--- src/rtl/regfile_wb_arbiter.sv ---
// Register-file write-port arbiter.
// The in-order ALU writeback and a buffered long-latency (load/multiply)
// result stream share one write port. A pending-write scoreboard flags
// RAW hazards against outstanding long-latency destinations.
module regfile_wb_arbiter #(
   parameter int DEPTH  = 2,
   parameter int STARVE = 4
) (
   input  logic        Clk,
   input  logic        rst,
   input  logic        alu_valid,
   input  logic [4:0]  alu_rd,
   input  logic [31:0] alu_data,
   input  logic        ll_valid,
   output logic        ll_ready,
   input  logic [4:0]  ll_rd,
   input  logic [31:0] ll_data,
   input  logic        sb_set,
   input  logic [4:0]  sb_rd,
   input  logic [4:0]  RX,
   input  logic [4:0]  RY,
   output logic        hazard,
   output logic        pipe_stall,
   output logic        WEN,
   output logic [4:0]  RW,
   output logic [31:0] busW
);

   localparam int AW = (DEPTH > 1) ? $clog2(DEPTH) : 1;
   localparam int CW = AW + 1;
   localparam int SW = $clog2(STARVE + 1);

   logic [4:0]    fifo_rd_q   [DEPTH];
   logic [31:0]   fifo_data_q [DEPTH];
   logic [AW-1:0] rptr_q, wptr_q;
   logic [CW-1:0] cnt_q, cnt_d;
   logic [SW-1:0] starve_q, starve_d;
   logic          stall_q, stall_d;
   logic [31:0]   pend_q, pend_d;
   logic          wen_q, wen_d;
   logic [4:0]    rw_q, rw_d;
   logic [31:0]   bus_q, bus_d;

   logic          empty, full, push, pop, grant_alu;
   logic [4:0]    head_rd;
   logic [31:0]   head_data;

   assign WEN        = wen_q;
   assign RW         = rw_q;
   assign busW       = bus_q;
   assign pipe_stall = stall_q;

   // Arbitration, FIFO bookkeeping, starvation guard and scoreboard next state
   always_comb begin
      empty     = (cnt_q == '0);
      full      = (cnt_q == CW'(DEPTH));
      ll_ready  = !full;
      push      = ll_valid && !full;
      grant_alu = alu_valid && !stall_q;
      pop       = !grant_alu && !empty;
      head_rd   = fifo_rd_q[rptr_q];
      head_data = fifo_data_q[rptr_q];

      // A destination of r0 is never written; the FIFO entry is still consumed.
      wen_d = 1'b0;
      rw_d  = rw_q;
      bus_d = bus_q;
      if (grant_alu) begin
         wen_d = (alu_rd != 5'd0);
         rw_d  = alu_rd;
         bus_d = alu_data;
      end else if (pop) begin
         wen_d = (head_rd != 5'd0);
         rw_d  = head_rd;
         bus_d = head_data;
      end

      cnt_d = cnt_q;
      if (push && !pop) begin
         cnt_d = cnt_q + CW'(1);
      end else if (pop && !push) begin
         cnt_d = cnt_q - CW'(1);
      end

      // Count cycles the ALU keeps a non-empty FIFO from draining; saturate.
      starve_d = starve_q;
      if (empty || pop) begin
         starve_d = '0;
      end else if (grant_alu && (starve_q != SW'(STARVE))) begin
         starve_d = starve_q + SW'(1);
      end

      // Once frozen, the pipeline stays frozen until the FIFO has drained.
      if (stall_q) begin
         stall_d = !empty;
      end else begin
         stall_d = (starve_q >= SW'(STARVE));
      end

      // Clear first so that a same-cycle set (newer op) takes priority.
      pend_d = pend_q;
      if (pop && (head_rd != 5'd0)) begin
         pend_d[head_rd] = 1'b0;
      end
      if (sb_set && (sb_rd != 5'd0)) begin
         pend_d[sb_rd] = 1'b1;
      end
      pend_d[0] = 1'b0;

      hazard = ((RX != 5'd0) && pend_q[RX]) || ((RY != 5'd0) && pend_q[RY]);
   end

   // Control state and registered write-port outputs
   always_ff @(posedge Clk or posedge rst) begin
      if (rst) begin
         rptr_q   <= '0;
         wptr_q   <= '0;
         cnt_q    <= '0;
         starve_q <= '0;
         stall_q  <= 1'b0;
         pend_q   <= '0;
         wen_q    <= 1'b0;
         rw_q     <= '0;
         bus_q    <= '0;
      end else begin
         if (pop) begin
            rptr_q <= rptr_q + AW'(1);
         end
         if (push) begin
            wptr_q <= wptr_q + AW'(1);
         end
         cnt_q    <= cnt_d;
         starve_q <= starve_d;
         stall_q  <= stall_d;
         pend_q   <= pend_d;
         wen_q    <= wen_d;
         rw_q     <= rw_d;
         bus_q    <= bus_d;
      end
   end

   // FIFO storage; validity is tracked by the pointers and count alone
   always_ff @(posedge Clk) begin
      if (push) begin
         fifo_rd_q[wptr_q]   <= ll_rd;
         fifo_data_q[wptr_q] <= ll_data;
      end
   end

endmodule
--- config.mk ---
export PLATFORM = sky130hd
export DESIGN_NAME = regfile_wb_arbiter
export DESIGN_NICKNAME = d
export VERILOG_FILES = /design/src/rtl/regfile_wb_arbiter.sv
export SDC_FILE = /design/constraint.sdc
export NUM_CORES = 1
export LEC_CHECK = 0
export BUFFER_PORTS_ARGS = -buffer_cell sky130_fd_sc_hd__buf_2
export CAP_MARGIN = 25
export CORE_UTILIZATION = 40
export CTS_CLUSTER_SIZE = 28
export DETAILED_ROUTE_END_ITERATION = 10
export PLACE_DENSITY = 0.62
export SLEW_MARGIN = 0
export SYNTH_ARGS = -nofsm -noshare
export SYNTH_HDL_FRONTEND = slang
export SYNTH_SLANG_ARGS = --single-unit
--- constraint.sdc ---
create_clock -name Clk -period 6 [get_ports Clk]
set_input_delay 1.2 -clock Clk [delete_from_list [all_inputs] [get_ports Clk]]
set_output_delay 1.2 -clock Clk [all_outputs]
set_load 0.005 [all_outputs]
==> results of run 1 <==
==> registers in the layout (all words and copies together), names as in the netlist <==
name         flops
wptr_q           1
fifo_rd_q       10
fifo_data_q     64
pipe_stall       1
pend_q          31
busW            32
starve_q         3
WEN              1
cnt_q            2
rptr_q           1
RW               5
==> area by class of cell <==
class	count	area (sq um)
Sequential cell	151	4150
Inverter	5	20.0
Clock buffer	23	468
Multi-Input combinational cell	365	2370
Antenna cell	2	5.00
Fill cell	1434	7930
Tap cell	216	270
Timing Repair Buffer	140	748
Clock inverter	9	101
==> Yosys cell counts (4+ instances only) <==
| master | n |
|---|---|
| mux4_1 | 6 |
| mux2i_1 | 44 |
| nor2_1 | 43 |
| nand4_1 | 4 |
| mux2_2 | 4 |
| clkbuf_1 | 12 |
| inv_1 | 5 |
| nand3_1 | 9 |
| dfrtp_1 | 77 |
| o21ai_0 | 103 |
| a21oi_1 | 35 |
| buf_1 | 5 |
| nand2b_1 | 4 |
| edfxtp_1 | 74 |
| nor3_1 | 6 |
| mux4_2 | 8 |
| buf_4 | 5 |
| nand2_1 | 60 |
| nor2b_1 | 5 |
==> power groups by stage <==
| stage | clock (mW) | combinational (mW) | sequential (mW) |
|---|---|---|---|
| 3_3_place_gp | 0 | 1.22 | 1.74 |
| 3_5_place_dp | 0 | 1.26 | 1.75 |
| 4_1_cts | 1.04 | 1.27 | 1.73 |
| 2_1_floorplan | 0 | 0.872 | 1.67 |
| 5_1_grt | 1.09 | 1.41 | 1.78 |
| 6_report | 1.02 | 1.25 | 1.74 |
==> worst max path at each step <==
stage | start | to | slack [ns] | cells after the start
floorplan | RY[0] | hazard | 2.42 | 6
global placement | RX[2] | hazard | 2.18 | 6
detailed placement | RX[2] | hazard | 2.17 | 6
CTS | RX[2] | hazard | 2.17 | 6
global route | RY[2] | hazard | 2.02 | 7
finish | RX[2] | hazard | 2.18 | 6
==> cells by family after synthesis <==
logic type | after synthesis
compound gates | 146
xor+xnor | 6
fa+ha+maj | 3
buf+inv | 31
flops | 151
mux | 63
simple gates | 147
==> routing by layer <==
metal  wire (microns)  track usage, %
met5                0               0
met4              264            7.91
met3             1280            7.04
met2             7320            31.1
met1             6410            23.2
==> worst max-delay path, stage by stage <==
cell	delay [ns]
buf_2	0.21
mux4_2	0.52
or3b_1	0.35
a21oi_1	0.14
o21ai_1	0.06
buf_2	0.13
==> stage by stage <==
stage | cell area, sq um | worst slack [ns] | total power, mW
detailed placement | 7530 | 2.17 | 3.01
CTS | 8100 | 2.17 | 4.05
finish | 8130 | 2.18 | 4.01
global route | 8120 | 2.02 | 4.28
global placement | 7510 | 2.18 | 2.96
floorplan | 6640 | 2.42 | 2.54
==> flow_summary.ini, run 1 <==
[critical_path]
r2r-start = pipe_stall
crit_path_end_kind = output port
worst_ep_required_time_ns = 4.80
reg2regPathDepth = 6
crit_path_start_kind = input pin
cp.arrival_ns = 2.62
crit_type = in2out
path_max_fanout = 9
r2r-end = pend_q[6]
rrSetupSlack_ns = 3.59

[place]
dpl.cell_count = 876
dpl.hpwl_mm = 10.5
numPortBuffers = 134
place.gp.congestion = 0.883

[sta]
slew_headroom_pct = 35.7
finalSetupTns_ns = 0
hold_ws_ns = 0.527
setup_viol = 0
max_freq_ghz = 0.262
tightestPinTransition_ns = 0.965
rsz0062_at_grt = no
final.period_utilization_pct = 63.6
fin_skew_ns = 0.0173
drv_slew = 0
min_period_ns = 3.82
hold_viol = 0

[power]
p_int_mw = 2.66
p_per_area_nw_per_um2 = 493
seq_power_share_pct = 43.3
p_leak_nw = 3.40
vdd_drop_max_v = 0.000227
netSwitchingPower_mw = 1.34
combPwrFrac_pct = 31.2
switching_share_pct = 33.5
pwr-share-clk_pct = 25.5

[logic_synthesis]
yosys_most_used_dff = dfrtp_1
syn_nets = 644
ys_types = 39
synthAdderAreaFrac_pct = 0.565
synth_top_family_by_area = multiplexers
synth-compound-area-share_pct = 11.2
syn_inst = 547
synthTopCellsByArea = edfxtp_1 (33%), dfrtp_1 (29%), o21ai_0 (7.8%)
syn_area_sq_um = 6640
muxShareOfSynthArea_pct = 12.7
yosysWarnings = 0
synthSimpleGateAreaFrac_pct = 9.96
synth_xor_area_share_pct = 0.791
synth-seq-cells = 151
ys_seq_area_share_pct = 62.4
synth_edf_count = 74
avgSynthCellArea_sq_um = 12.1
synth_largest_area_cell = edfxtp_1
synth_top_area_share_pct = 33.4
async_flop_share_pct = 51.0

[floorplan]
die_h_microns = 131
num_rows = 46
ioPinCount = 135
fp.coreArea_sq_um = 16100
design.die.area_sq_um = 17100
start_util_pct = 41.4
die_x_microns = 131

[layout]
drive_above_1_share_pct = 27.3
mostFrequentLayoutCells = buf_2 (134), o21ai_0 (103), dfrtp_1 (76)
final_cells = 911
area_growth_pct = 22.4
fin_nets = 777
mostFrequentLayoutCell = buf_2
finish.utilization_pct = 50.6

[min_path]
min-delay-start = pend_q[14]
min_path_type = reg2reg
min_to = pend_q[14]
min_delay_path_depth = 2

[drt]
num_vias = 4780
routed_wl_mm = 15.3
antenna_left = 0
firstDrtPassIters = 5
routed_via_density = 5.25
drt_iter0_drc = 256
route.detailed.drc = 0
wire_per_inst_microns = 16.8

[status]
status = completed

[clocking]
cts_resized = 0
hold_buffers = 0
cts_setup_buffers = 0
clk_path_buf_depth = 2
cts.sinks = 151
cts.root.buffer_cell = clkbuf_16
h-tree-depth = 4
clk_latency_ns = 0.43
cts_tree = done
numCtsBuffers = 17
path_clk_slew_ns = 0.05

[global_route]
antenna_found_initial = 2
grt_max_degree = 79
track_usage_pct = 19.2
grt_first_pass_wirelength_mm = 24.2
gr-total-overflow = 0
grt_pass1_vias = 4732

[flow_run]
cap_violations = 0
(Power assumes the default switching activity.)
==> inputs of run 2 (changes only) <==
Settings changed: ABC_AREA set to 1, PLACE_DENSITY 0.62 to 0.64.
Clock period 6 ns to 3.3 ns, I/O delays scaled along.
==> flow_summary.ini, run 2 <==
[status]
status = completed

[clocking]
h-tree-depth = 4
cts.sinks = 151
cts_resized = 0
path_clk_slew_ns = 0.06
clk_path_buf_depth = 2
cts.root.buffer_cell = clkbuf_16
clk_latency_ns = 0.42
cts_tree = done
numCtsBuffers = 17
cts_setup_buffers = 0
hold_buffers = 0

[global_route]
antenna_found_initial = 5
grt_max_degree = 71
grt_first_pass_wirelength_mm = 27.3
gr-total-overflow = 0
grt_pass1_vias = 5410
track_usage_pct = 20.1

[critical_path]
crit_path_top_delay_cell = inv_1
worst_ep_required_time_ns = 2.64
crit_type = in2out
crit_path_start_kind = input pin
rrSetupSlack_ns = 1.22
path_max_fanout = 17
r2r-end = pend_q[15]
max_stage_delay_ns = 0.29
r2r-start = rptr_q
crit_top_cell = nand2_1
reg2regPathDepth = 7
crit_path_end_kind = output port
path_cells = buf_2 > inv_1 > nand2_1 > nand3_1 > nand2_1 > nand2_1 > nand2_1 > inv_1 > nand2_1 > nand2_1 > nand2_1 > inv_1 > nand2_1 > buf_2
cp.arrival_ns = 1.99

[logic_synthesis]
synth_largest_area_cell = edfxtp_1
synth_top_area_share_pct = 32.6
syn_inst = 749
yosysWarnings = 0
avgSynthCellArea_sq_um = 9.10
yosysMostFrequentCell = nand2_1
synthTopCellsByCount = nand2_1 (239), o21ai_0 (83), dfrtp_1 (77), edfxtp_1 (74), a21oi_1 (67)
syn_area_sq_um = 6820
ys_seq_area_share_pct = 60.9
synthTopCellsByArea = edfxtp_1 (33%), dfrtp_1 (28%), nand2_1 (13%)
synth_edf_count = 74
async_flop_share_pct = 51.0
yosys_most_used_dff = dfrtp_1
ys_types = 28
synth-seq-cells = 151
syn_nets = 846

[drt]
wire_per_inst_microns = 15.1
route.detailed.drc = 0
drt_iter0_drc = 314
routed_wl_mm = 16.9
firstDrtPassIters = 5
num_vias = 5498
antenna_left = 0
routed_via_density = 4.92

[sta]
finalSetupTns_ns = 0
min_period_ns = 2.65
max_freq_ghz = 0.377
tightestPinTransition_ns = 0.765
rsz0062_at_grt = no
setup_viol = 0
fin_skew_ns = 0.00698
hold_viol = 0
final.period_utilization_pct = 80.3
drv_slew = 0
slew_headroom_pct = 49.0

[place]
dpl.hpwl_mm = 11.9
dpl.cell_count = 1083
numPortBuffers = 134
place.gp.congestion = 0.856

[power]
pwr-share-clk_pct = 26.6
p_per_area_nw_per_um2 = 865
vdd_drop_max_v = 0.000470
p_leak_nw = 3.71
p_int_mw = 4.65
combPwrFrac_pct = 31.7
switching_share_pct = 35.5
seq_power_share_pct = 41.7
netSwitchingPower_mw = 2.56

[layout]
multi_input_area_sq_um = 2300
area_growth_pct = 22.3
fill_cells = 1593
drive_above_1_share_pct = 21.3
regMostFlops = fifo_data_q
mostFrequentLayoutCells = nand2_1 (239), buf_2 (134), o21ai_0 (83)
largest_reg_flops = 64
fin_nets = 979
regArea_sq_um = 4150
mostFrequentLayoutCell = nand2_1
final_cells = 1118

[min_path]
min_path_type = in2async

[floorplan]
num_rows = 47
die_x_microns = 133
fp.coreArea_sq_um = 16600
design.die.area_sq_um = 17600
start_util_pct = 41.1
ioPinCount = 135
die_h_microns = 133

[flow_run]
cap_violations = 0
run 2: changes by cell type in the layout (fill, tap and decap cells not counted), moves of 6 or more:
cell | before | now
a21oi_1 | 35 | 67
nand2_1 | 60 | 239
o211ai_1 | 0 | 6
inv_2 | 0 | 7
o21ai_0 | 103 | 83
mux4_2 | 8 | 0
nor3_1 | 6 | 0
mux2i_1 | 44 | 0
mux4_1 | 6 | 0
o21ai_1 | 2 | 17
inv_1 | 4 | 64
nand3_1 | 9 | 43
nor2_1 | 41 | 18
run 2: cell type report:
class                           count  share of cell area, %
Antenna cell                        4                  0.120
Clock buffer                       19                   5.19
Clock inverter                     12                   1.86
Inverter                           72                   3.26
Timing Repair Buffer              141                   8.97
Multi-Input combinational cell    499                   27.5
Sequential cell                   151                   49.8
Tap cell                          220                   3.30
run 2: worst max-delay path, delay by kind of cell:
family | cells | cell delay (ns)
and+or+nand+nor | 9 | 0.61
buffers and inverters | 5 | 0.72
run 2: how the worst max path moves through the flow:
stage | from | endpoint | cells past startpoint
6_report | RY[0] | hazard | 14
5_1_grt | RY[0] | hazard | 14
4_1_cts | RY[0] | hazard | 14
3_5_place_dp | RY[0] | hazard | 14
3_3_place_gp | RY[0] | hazard | 14
2_1_floorplan | ll_valid | fifo_data_q[1][0] | 2
run 2: power groups by stage:
stage	clock network [mW]	registers (mW)	logic (mW)
detailed placement	0	3.03	2.30
global route	2.04	3.08	2.61
global placement	0	3.02	2.28
finish	1.92	3.01	2.28
CTS	1.95	3.01	2.32
floorplan	0	2.99	1.47
run 2: cell families after synthesis:
group,share of synthesized area [%]
XOR/XNOR,0.386
AND/OR/NAND/NOR,18.5
AO/OA/AOI/OAI,14.0
flip-flops,60.9
buffers and inverters,5.73
adder cells (fa/ha/maj),0.551
run 2: through the flow:
step           hold WS (ns)  power [mW]  setup WS (ns)  util [%]  area (sq um)
2_1_floorplan         0.458        4.47          0.539         -          6820
5_1_grt               0.213        7.73          0.471      50.2          8330
3_5_place_dp          0.471        5.34          0.662      46.7          7740
4_1_cts               0.205        7.28          0.658      50.2          8330
3_3_place_gp          0.460        5.30          0.668      46.7          7740
6_report              0.203        7.21          0.650      50.3          8340
run 2: layer usage:
metal | wire length [microns] | vias to the layer above | track usage [%] | share of wire, %
li1 | - | 2761 | - | -
met1 | 7500 | 2578 | 24.9 | 44
met2 | 8000 | 134 | 32.9 | 47
met3 | 1070 | 23 | 6.36 | 6.3
met4 | 325 | 2 | 7.66 | 1.9
met5 | 13 | - | 0 | 0.077
